===== config.mk =====
export PLATFORM = sky130hd
export DESIGN_NAME = imem_loader
export DESIGN_NICKNAME = d
export VERILOG_FILES = /design/src/rtl/imem_loader.sv
export SDC_FILE = /design/constraint.sdc
export NUM_CORES = 1
export LEC_CHECK = 0
export BUFFER_PORTS_ARGS = -buffer_cell sky130_fd_sc_hd__buf_2
export CAP_MARGIN = 20
export CORE_ASPECT_RATIO = 1.1
export CORE_MARGIN = 5
export CORE_UTILIZATION = 60
export CTS_BUF_LIST = sky130_fd_sc_hd__clkbuf_8 sky130_fd_sc_hd__clkbuf_16
export DETAILED_ROUTE_END_ITERATION = 6
export GPL_ROUTABILITY_DRIVEN = 0
export HOLD_SLACK_MARGIN = 0.1
export PLACE_DENSITY = 0.81
export SKIP_LAST_GASP = 1
export SLEW_MARGIN = 20
export SYNTH_ARGS = -nofsm -noshare
export SYNTH_HDL_FRONTEND = slang
export SYNTH_SLANG_ARGS = --single-unit

===== constraint.sdc =====
create_clock -name clk -period 4.4 [get_ports clk]
set_input_delay 0.88 -clock clk [delete_from_list [all_inputs] [get_ports clk]]
set_output_delay 0.88 -clock clk [all_outputs]
set_load 0.005 [all_outputs]

===== src/rtl/imem_loader.sv =====
// ---------------------------------------------------------------------------
// imem_loader
//   Byte-stream program loader that drives the write side of the instruction
//   memory. It accepts a frame on a valid/ready byte stream:
//     LEN_LO, LEN_HI (word count N, little-endian), 4*N payload bytes, CHK
//   Payload bytes are assembled LSB-first into 32-bit words. Each word is
//   written to consecutive word addresses starting at 0. CHK is the XOR of
//   all payload bytes. The CPU is held in reset until a frame loads cleanly.
//
// Ports
//   clk        in   system clock, rising edge
//   reset_n    in   asynchronous active-low reset
//   start      in   1-cycle pulse, arms the loader in IDLE/DONE/ERROR
//   rx_valid   in   byte available on rx_data
//   rx_data    in   stream byte
//   rx_ready   out  loader accepts a byte (transfer = rx_valid & rx_ready)
//   im_we      out  instruction memory write strobe, 1 cycle per word
//   im_addr    out  byte address of the written word (word_idx << 2)
//   im_wdata   out  assembled word {b3,b2,b1,b0}
//   cpu_hold   out  1 = keep the CPU in reset
//   load_done  out  frame loaded with a good checksum (sticky until start)
//   load_err   out  frame rejected (sticky until start)
// ---------------------------------------------------------------------------
module imem_loader #(
  parameter int DEPTH_WORDS = 256,
  parameter int TIMEOUT_CYC = 100000
) (
  input  logic        clk,
  input  logic        reset_n,
  input  logic        start,
  input  logic        rx_valid,
  input  logic [7:0]  rx_data,
  output logic        rx_ready,
  output logic        im_we,
  output logic [31:0] im_addr,
  output logic [31:0] im_wdata,
  output logic        cpu_hold,
  output logic        load_done,
  output logic        load_err
);

  localparam int AW = $clog2(DEPTH_WORDS) + 1;
  localparam int TW = $clog2(TIMEOUT_CYC + 1);
  localparam logic [TW-1:0] TIMEOUT_V = TW'(TIMEOUT_CYC);
  localparam logic [15:0]   DEPTH_V   = 16'(DEPTH_WORDS);

  typedef enum logic [2:0] {
    IDLE   = 3'd0,
    LEN_LO = 3'd1,
    LEN_HI = 3'd2,
    DATA   = 3'd3,
    CHECK  = 3'd4,
    DONE   = 3'd5,
    ERROR  = 3'd6
  } state_t;

  // Running checksum update over one payload byte.
  function automatic logic [7:0] chk_next(input logic [7:0] acc, input logic [7:0] b);
    return acc ^ b;
  endfunction

  state_t          state_r;
  state_t          state_next_s;
  logic            rx_ready_r;
  logic            im_we_r;
  logic [31:0]     im_addr_r;
  logic [31:0]     im_wdata_r;
  logic            cpu_hold_r;
  logic            load_done_r;
  logic            load_err_r;
  logic [AW-1:0]   word_idx_r;
  logic [1:0]      byte_cnt_r;
  logic [7:0]      chk_r;
  logic [TW-1:0]   timer_r;
  logic [7:0]      len_lo_r;
  logic [15:0]     n_r;
  logic [23:0]     asm_r;

  logic            active_s;
  logic            timeout_s;
  logic            acc_s;
  logic            start_acc_s;
  logic            last_word_s;
  logic            word_done_s;
  logic [15:0]     len_s;

  assign active_s    = (state_r == LEN_LO) || (state_r == LEN_HI) ||
                       (state_r == DATA)   || (state_r == CHECK);
  assign timeout_s   = active_s && (timer_r == TIMEOUT_V);
  // A timeout wins over a byte arriving in the same cycle.
  assign acc_s       = rx_valid && rx_ready_r && !timeout_s;
  assign start_acc_s = start && ((state_r == IDLE) || (state_r == DONE) || (state_r == ERROR));
  assign len_s       = {rx_data, len_lo_r};
  assign last_word_s = ((16'(word_idx_r) + 16'd1) == n_r);
  assign word_done_s = acc_s && (state_r == DATA) && (byte_cnt_r == 2'd3);

  // Next-state logic for the frame parser.
  always_comb begin
    state_next_s = state_r;
    case (state_r)
      IDLE, DONE, ERROR: begin
        if (start) state_next_s = LEN_LO;
        else       state_next_s = state_r;
      end
      LEN_LO: begin
        if (timeout_s)  state_next_s = ERROR;
        else if (acc_s) state_next_s = LEN_HI;
        else            state_next_s = state_r;
      end
      LEN_HI: begin
        if (timeout_s) begin
          state_next_s = ERROR;
        end else if (acc_s) begin
          if (len_s == 16'd0)       state_next_s = CHECK;
          else if (len_s > DEPTH_V) state_next_s = ERROR;
          else                      state_next_s = DATA;
        end else begin
          state_next_s = state_r;
        end
      end
      DATA: begin
        if (timeout_s)                       state_next_s = ERROR;
        else if (word_done_s && last_word_s) state_next_s = CHECK;
        else                                 state_next_s = state_r;
      end
      CHECK: begin
        if (timeout_s) begin
          state_next_s = ERROR;
        end else if (acc_s) begin
          if (rx_data == chk_r) state_next_s = DONE;
          else                  state_next_s = ERROR;
        end else begin
          state_next_s = state_r;
        end
      end
      default: state_next_s = IDLE;
    endcase
  end

  // State register.
  always_ff @(posedge clk or negedge reset_n) begin
    if (!reset_n) state_r <= IDLE;
    else          state_r <= state_next_s;
  end

  // Status outputs registered from the next state so they track the state exactly.
  always_ff @(posedge clk or negedge reset_n) begin
    if (!reset_n) begin
      rx_ready_r  <= 1'b0;
      load_done_r <= 1'b0;
      load_err_r  <= 1'b0;
    end else begin
      rx_ready_r  <= (state_next_s == LEN_LO) || (state_next_s == LEN_HI) ||
                     (state_next_s == DATA)   || (state_next_s == CHECK);
      load_done_r <= (state_next_s == DONE);
      load_err_r  <= (state_next_s == ERROR);
    end
  end

  // CPU hold: released one cycle after DONE is reached, re-asserted as start is taken.
  always_ff @(posedge clk or negedge reset_n) begin
    if (!reset_n) cpu_hold_r <= 1'b1;
    else          cpu_hold_r <= (state_r != DONE) || start;
  end

  // Frame datapath: length capture, lane assembly, checksum and idle timer.
  always_ff @(posedge clk or negedge reset_n) begin
    if (!reset_n) begin
      word_idx_r <= '0;
      byte_cnt_r <= 2'd0;
      chk_r      <= 8'd0;
      timer_r    <= '0;
      len_lo_r   <= 8'd0;
      n_r        <= 16'd0;
      asm_r      <= 24'd0;
    end else if (start_acc_s) begin
      word_idx_r <= '0;
      byte_cnt_r <= 2'd0;
      chk_r      <= 8'd0;
      timer_r    <= '0;
    end else begin
      if (active_s) begin
        if (rx_valid)              timer_r <= '0;
        else if (!timeout_s)       timer_r <= timer_r + TW'(1);
        else                       timer_r <= timer_r;
      end else begin
        timer_r <= '0;
      end
      if (acc_s && (state_r == LEN_LO)) len_lo_r <= rx_data;
      if (acc_s && (state_r == LEN_HI)) n_r      <= len_s;
      if (acc_s && (state_r == DATA)) begin
        chk_r <= chk_next(chk_r, rx_data);
        case (byte_cnt_r)
          2'd0:    asm_r[7:0]   <= rx_data;
          2'd1:    asm_r[15:8]  <= rx_data;
          2'd2:    asm_r[23:16] <= rx_data;
          default: asm_r        <= asm_r;
        endcase
        if (byte_cnt_r == 2'd3) begin
          byte_cnt_r <= 2'd0;
          word_idx_r <= word_idx_r + AW'(1);
        end else begin
          byte_cnt_r <= byte_cnt_r + 2'd1;
        end
      end
    end
  end

  // Instruction memory write port; address and data hold between strobes.
  always_ff @(posedge clk or negedge reset_n) begin
    if (!reset_n) begin
      im_we_r    <= 1'b0;
      im_addr_r  <= 32'd0;
      im_wdata_r <= 32'd0;
    end else begin
      im_we_r <= word_done_s;
      if (word_done_s) begin
        im_addr_r  <= 32'({word_idx_r, 2'b00});
        im_wdata_r <= {rx_data, asm_r};
      end
    end
  end

  assign rx_ready  = rx_ready_r;
  assign im_we     = im_we_r;
  assign im_addr   = im_addr_r;
  assign im_wdata  = im_wdata_r;
  assign cpu_hold  = cpu_hold_r;
  assign load_done = load_done_r;
  assign load_err  = load_err_r;

endmodule


==> metrics.cfg, run 1 <==
[clock_tree]
cts-htree-levels=4
clock_path_buffers=2
cts_tree=done
cts_sinks=133
clk_pin_slew_worst_paths_ps=60
cts_resized=0
clkLatencyLatePin_ps=410
cts_setup_buffers=0
cts_buffers=17
hold_buffers=0
root_buffer=clkbuf_16

[worst_setup_path]
startpoint=timer_r[0]$_DFFE_PN0P_
crit_slowest_cell=nand3b_1
max_stage_delay_ps=630
critPathBufInv=2
end_kind=flop
crit_chain=inv_1, ha_1, or4b_4, nor4_4, buf_4, nor3_1, nand3b_1, mux2_2
critPathTopFamily=simple AND/OR/NAND/NOR gates
worstPathArrival_ps=3290
rrSetupSlack_ps=1410
required_ps=4700
path_class=flop to flop
r2r_start=timer_r[0]$_DFFE_PN0P_
cp-start-kind=flop
crit_fanout=16

[power]
p_sw_frac=0.295
p_switching_mw=1.22
pwr-share-comb=0.203
p_seq_frac=0.421
ir_worst_vdd_mv=0.385
p_leak_nw=3.55
intPower_mw=2.91
clock_power_share=0.375
power_density_mw_per_mm2=568

[sta]
fin_crit_ps=2990
finalSetupTns_ps=0
tightest_slew_ps=955
fin_crit_sh=0.679
clock.fmax_ghz=0.335
relSlewSlack=0.363
hold_violations=0
rsz0062_at_grt=false
clock_skew_ps=8.26
setup-violations-final=0
slew_violations=0
timing.hold.ws_ps=496

[min_path]
min_from=im_wdata[16]$_DFFE_PN0P_
timing.hold.worst.class=flop to flop

[layout]
final_nets=624
instances_no_fill=761
area_delta_synth_final_pct=15.4
fillers=702
layout-drive-gt1-share=0.312
n_antenna_cell=0

[synth]
ys_ff_latch=133
yosys-top-cells-count=dfrtp_1, mux2_2, nand2_1
syn-cell-area_mm2=0.00631
synthCells=554
synth_area_per_cell_um2=11.4
ys_seq_area_frac=0.528
netlist.area_leader.share=0.524
synth_ff_type=dfrtp_1
synth_area_leaders=dfrtp_1, mux2_2, xor2_1, buf_4, nand2_1
synth_edf_count=0
synth_top_area_cell=dfrtp_1
yosysMostFrequentCell=dfrtp_1
ys_warn_count=0
synth.distinct_cells=55
synthArstFlopShare=1.00

[route]
remaining_drc_errors=0
vias=4332
drt-initial-drc-count=249
post_drt_wl_per_cell_um=17.7
vias_per_cell=5.69
drt-pass1-iter-count=5
wirelength_um=13400
ant_nets=0

[placement]
dp_hpwl_um=8530
io_buffers=57
dp_cells=729

[die]
num_io_pins=81
die-height_um=118
fp-row-count=39
fp.dieW_um=108
core_mm2=0.0103
initial_core_util=0.610
design.die.area_mm2=0.0127

[grt]
grt_start_max_net_pins=77
grt_pass1_vias=4482
grt_overflow=0
grt_usage=0.229
grt_antenna_before_repair=0
grt_pass1_wl_um=23000

[run]
drv_cap=0

[outcome]
status=complete, no violations

==> flip-flops by register name (all words and copies together), names as in the netlist <==
signal / cells
n_r: 16
load_done: 1
im_addr: 9
len_lo_r: 8
asm_r: 24
im_wdata: 32
load_err: 1
rx_ready: 1
timer_r: 17
chk_r: 8
im_we: 1
word_idx_r: 9
state_r: 3
byte_cnt_r: 2
cpu_hold: 1
==> worst register-to-register path, delay by kind of cell, from the launching register on <==
kind                       cells  cell delay, ps
muxes                          1             420
adders and majority gates      1             140
DFF                            1             410
and+or+nand+nor                4            1540
buffers and inverters          2             370
==> per-stage QoR <==
stage | cell area [µm²] | worst slack, ps | power, mW | utilization
global route | 7280 | 1230 | 4.35 | 0.703
global placement | 6620 | 1240 | 2.50 | 0.640
finish | 7280 | 1410 | 4.13 | 0.703
detailed placement | 6620 | 1200 | 2.56 | 0.640
floorplan | 6390 | 1490 | 2.34 | -
CTS | 7280 | 1410 | 4.14 | 0.703
==> layer usage <==
layer  vias to the layer above  GRT usage  wire length [µm]
met5                         -          0                 0
met4                         0     0.0766               257
met3                        26     0.0609               802
met2                       155      0.379              6770
met1                      2151      0.293              5610
li1                       2000          -                 -
==> cells in the final DEF (no fill, tap or decap), types with 17 or more instances in the layout <==
cell,n
buf_2,56
clkbuf_16,17
conb_1,23
dfrtp_1,132
mux2_2,89
nand2_1,44
nand3_1,20
nor2_1,39
o21ai_0,31
xor2_1,25
==> worst paths after layout <==
path,end,cells past startpoint
max,n_r[11]$_DFFE_PN0P_,8
min,im_wdata[16]$_DFFE_PN0P_,1
max reg2reg,n_r[11]$_DFFE_PN0P_,8
min reg2reg,im_wdata[16]$_DFFE_PN0P_,1
max in group asynchronous,timer_r[10]$_DFFE_PN0P_,2
min in group asynchronous,im_wdata[2]$_DFFE_PN0P_,1
==> power by group through the flow <==
| stage | clock network (mW) | logic, mW | registers [mW] |
|---|---|---|---|
| after CTS | 1.57 | 0.840 | 1.74 |
| final | 1.55 | 0.839 | 1.74 |
| after global routing | 1.63 | 0.936 | 1.78 |
| after floorplan | 0 | 0.701 | 1.64 |
| after detailed placement | 0 | 0.811 | 1.75 |
| after global placement | 0 | 0.771 | 1.72 |
==> kinds of logic after synthesis <==
logic type	count (synthesis)	share of synthesized area
xor gates and xnor gates	34	0.0472
muxes	91	0.162
AOI/OAI and AO/OA	64	0.0621
buffers and inverters	61	0.0508
adders and majority gates	7	0.0139
DFF	133	0.528
and+or+nand+nor	163	0.136
other	1	0.000594
==> final cells by class <==
cell class              instances  area (µm²)  share of cell area
clock buffers                  17         425              0.0585
clock inverters                15         228              0.0313
inverters                       9        33.8             0.00464
multi-input cells             382        2740               0.377
flip-flops and latches        133        3330               0.458
well taps                     143         179              0.0246
repair buffers                 62         338              0.0464
No activity file was read; power rests on OpenSTA's default activity.
==> run 2, diff against run 1 <==
--- a/config.mk
+++ b/config.mk
@@ -5,16 +5,17 @@
 export SDC_FILE = /design/constraint.sdc
 export NUM_CORES = 1
 export LEC_CHECK = 0
+export ABC_AREA = 1
 export BUFFER_PORTS_ARGS = -buffer_cell sky130_fd_sc_hd__buf_2
 export CAP_MARGIN = 20
 export CORE_ASPECT_RATIO = 1.1
 export CORE_MARGIN = 5
-export CORE_UTILIZATION = 60
+export CORE_UTILIZATION = 58
 export CTS_BUF_LIST = sky130_fd_sc_hd__clkbuf_8 sky130_fd_sc_hd__clkbuf_16
 export DETAILED_ROUTE_END_ITERATION = 6
 export GPL_ROUTABILITY_DRIVEN = 0
 export HOLD_SLACK_MARGIN = 0.1
-export PLACE_DENSITY = 0.81
+export PLACE_DENSITY = 0.79
 export SKIP_LAST_GASP = 1
 export SLEW_MARGIN = 20
 export SYNTH_ARGS = -nofsm -noshare
==> constraint.sdc (replaced) <==
create_clock -name clk -period 3 [get_ports clk]
set_input_delay 0.6 -clock clk [delete_from_list [all_inputs] [get_ports clk]]
set_output_delay 0.6 -clock clk [all_outputs]
set_load 0.005 [all_outputs]
==> run 2 against run 1 <==
Clock skew shrank 3.1 ps; largest cell class unchanged; cell count grew 31%; die area grew 3.3%; synthesized cell count grew 39%; critical path depth grew 5.
==> metrics.cfg, run 2 <==
[outcome]
status=complete, no violations

[sta]
clock.fmax_ghz=0.392
finalSetupTns_ps=0
setup-violations-final=0
tightest_slew_ps=649
fin_crit_ps=2550
slew_violations=0
hold_violations=0
fin_crit_sh=0.851
relSlewSlack=0.568
rsz0062_at_grt=false
clock_skew_ps=5.16

[synth]
ys_seq_area_frac=0.527
synth_edf_count=0
synthMuxAreaShare=0.00535
synth_ff_type=dfrtp_1
synthXorXnorAreaFrac=0.00832
synthSimpleGateAreaFrac=0.253
yosys-top-cells-count=nand2_1, dfrtp_1, nor2_1
synth_area_per_cell_um2=8.18
yosysMostFrequentCell=nand2_1
synth_compound_area_frac=0.106
synthAdderAreaFrac=0.0139
synthCells=772
synth_top_area_cell=dfrtp_1
syn-cell-area_mm2=0.00632
synth_top_family_by_area=simple AND/OR/NAND/NOR gates
ys_warn_count=0
ys_ff_latch=133
synth.distinct_cells=34
synth_area_leaders=dfrtp_1, nand2_1, nor2_1, inv_1, o21ai_0
netlist.area_leader.share=0.523
synthArstFlopShare=1.00

[worst_setup_path]
r2r_start=timer_r[0]$_DFFE_PN0P_
required_ps=3250
r2r_end=im_wdata[24]$_DFFE_PN0P_
rrSetupSlack_ps=450
path_class=flop to flop
reg2regPathDepth=13
cp-start-kind=flop
end_kind=flop
worstPathArrival_ps=2810
crit_fanout=58

[route]
wirelength_um=14200
vias=5288
drt-initial-drc-count=418
remaining_drc_errors=0
post_drt_wl_per_cell_um=14.2
vias_per_cell=5.30
drt-pass1-iter-count=6
ant_nets=0

[placement]
dp_hpwl_um=9840
dp_cells=966
io_buffers=57

[die]
design.die.area_mm2=0.0131
fp.dieW_um=110
initial_core_util=0.584
core_mm2=0.0108
num_io_pins=81
fp-row-count=40
die-height_um=119

[clock_tree]
cts-htree-levels=4
cts_tree=done
clk_pin_slew_worst_paths_ps=60
cts_setup_buffers=0
cts_sinks=133
root_buffer=clkbuf_16
clkLatencyLatePin_ps=410
hold_buffers=0
clock_path_buffers=2
cts_resized=0
cts_buffers=17

[layout]
largest_reg_flops=32
n_antenna_cell=0
mostFrequentLayoutCells=nand2_1, dfrtp_1, inv_1, nor2_1, buf_2
final_nets=857
area_delta_synth_final_pct=14.7
layout-drive-gt1-share=0.137
fillers=879
instances_no_fill=998
layout_commonest_cell=nand2_1

[power]
ir_worst_vdd_mv=0.487
power_density_mw_per_mm2=830
p_leak_nw=3.72
fin_total_pwr_mw=6.01

[grt]
grt_pass1_vias=5162
grt_overflow=0
grt_pass1_wl_um=23900
grt_usage=0.230
grt_antenna_before_repair=0
grt_start_max_net_pins=66

[run]
drv_cap=0

[min_path]
timing.hold.worst.class=primary input to asynchronous set/reset pin

-- run 2: per-layer routing --
metal	vias to the layer above	GRT usage	part of all wire
met5	-	0	0
met4	0	0.0795	0.017
met3	31	0.0520	0.053
met2	173	0.384	0.52
met1	2534	0.292	0.41
li1	2550	-	-
-- run 2: kinds of logic (layout without fill, tap and decap cells) --
family | after synthesis | after routing
multiplexers | 3 | 3
other | 1 | 23
AND/OR/NAND/NOR | 390 | 390
flip-flops | 133 | 133
buffers and inverters | 115 | 172
XOR/XNOR | 6 | 6
adder cells (fa/ha/maj) | 7 | 7
AO/OA/AOI/OAI | 117 | 117
-- run 2: area by class of cell --
type / count / area, µm² / area share
Clock buffer: 17 / 425 / 0.0587
Clock inverter: 15 / 134 / 0.0185
Inverter: 74 / 278 / 0.0383
Multi-Input combinational cell: 546 / 2530 / 0.349
Sequential cell: 133 / 3330 / 0.460
Tap cell: 147 / 184 / 0.0254
Timing Repair Buffer: 66 / 368 / 0.0508
-- run 2: worst max-delay path by stage --
| stage | endpoint | slack [ps] | startpoint |
|---|---|---|---|
| 5_1_grt | im_wdata[24]$_DFFE_PN0P_ | 250 | timer_r[0]$_DFFE_PN0P_ |
| 3_3_place_gp | rx_ready$_DFF_PN0_ | 650 | timer_r[0]$_DFFE_PN0P_ |
| 3_5_place_dp | im_wdata[25]$_DFFE_PN0P_ | 490 | timer_r[0]$_DFFE_PN0P_ |
| 6_report | im_wdata[24]$_DFFE_PN0P_ | 450 | timer_r[0]$_DFFE_PN0P_ |
| 2_1_floorplan | n_r[0]$_DFFE_PN0P_ | 1080 | timer_r[0]$_DFFE_PN0P_ |
| 4_1_cts | im_wdata[24]$_DFFE_PN0P_ | 490 | timer_r[0]$_DFFE_PN0P_ |
-- run 2: metrics by stage --
stage,setup slack (ps),area [µm²],utilization,hold WS (ps)
4_1_cts,485,7250,0.670,231
3_3_place_gp,649,6690,0.619,454
3_5_place_dp,492,6690,0.619,458
5_1_grt,255,7250,0.670,259
6_report,447,7250,0.670,221
2_1_floorplan,1080,6400,-,304
-- run 2: worst max-delay path, stage by stage (launching register included) --
cell     delay, ps
dfrtp_1        420
inv_1           70
ha_1           190
nand2_1         50
inv_1           50
nand2_1         50
nor2_1          50
nand3_2        190
nand3_4        220
nor2_4         360
inv_2          150
buf_4          310
nand2_1        120
o21ai_0        110
-- run 2: report_power, final --
part           leakage [nW]  total [mW]  internal [mW]  switching [mW]
registers              1.76        2.59           2.28           0.315
clock network         0.263        1.92           1.14           0.778
logic                  1.70        1.50          0.580           0.920
total                  3.72        6.01           4.00            2.01
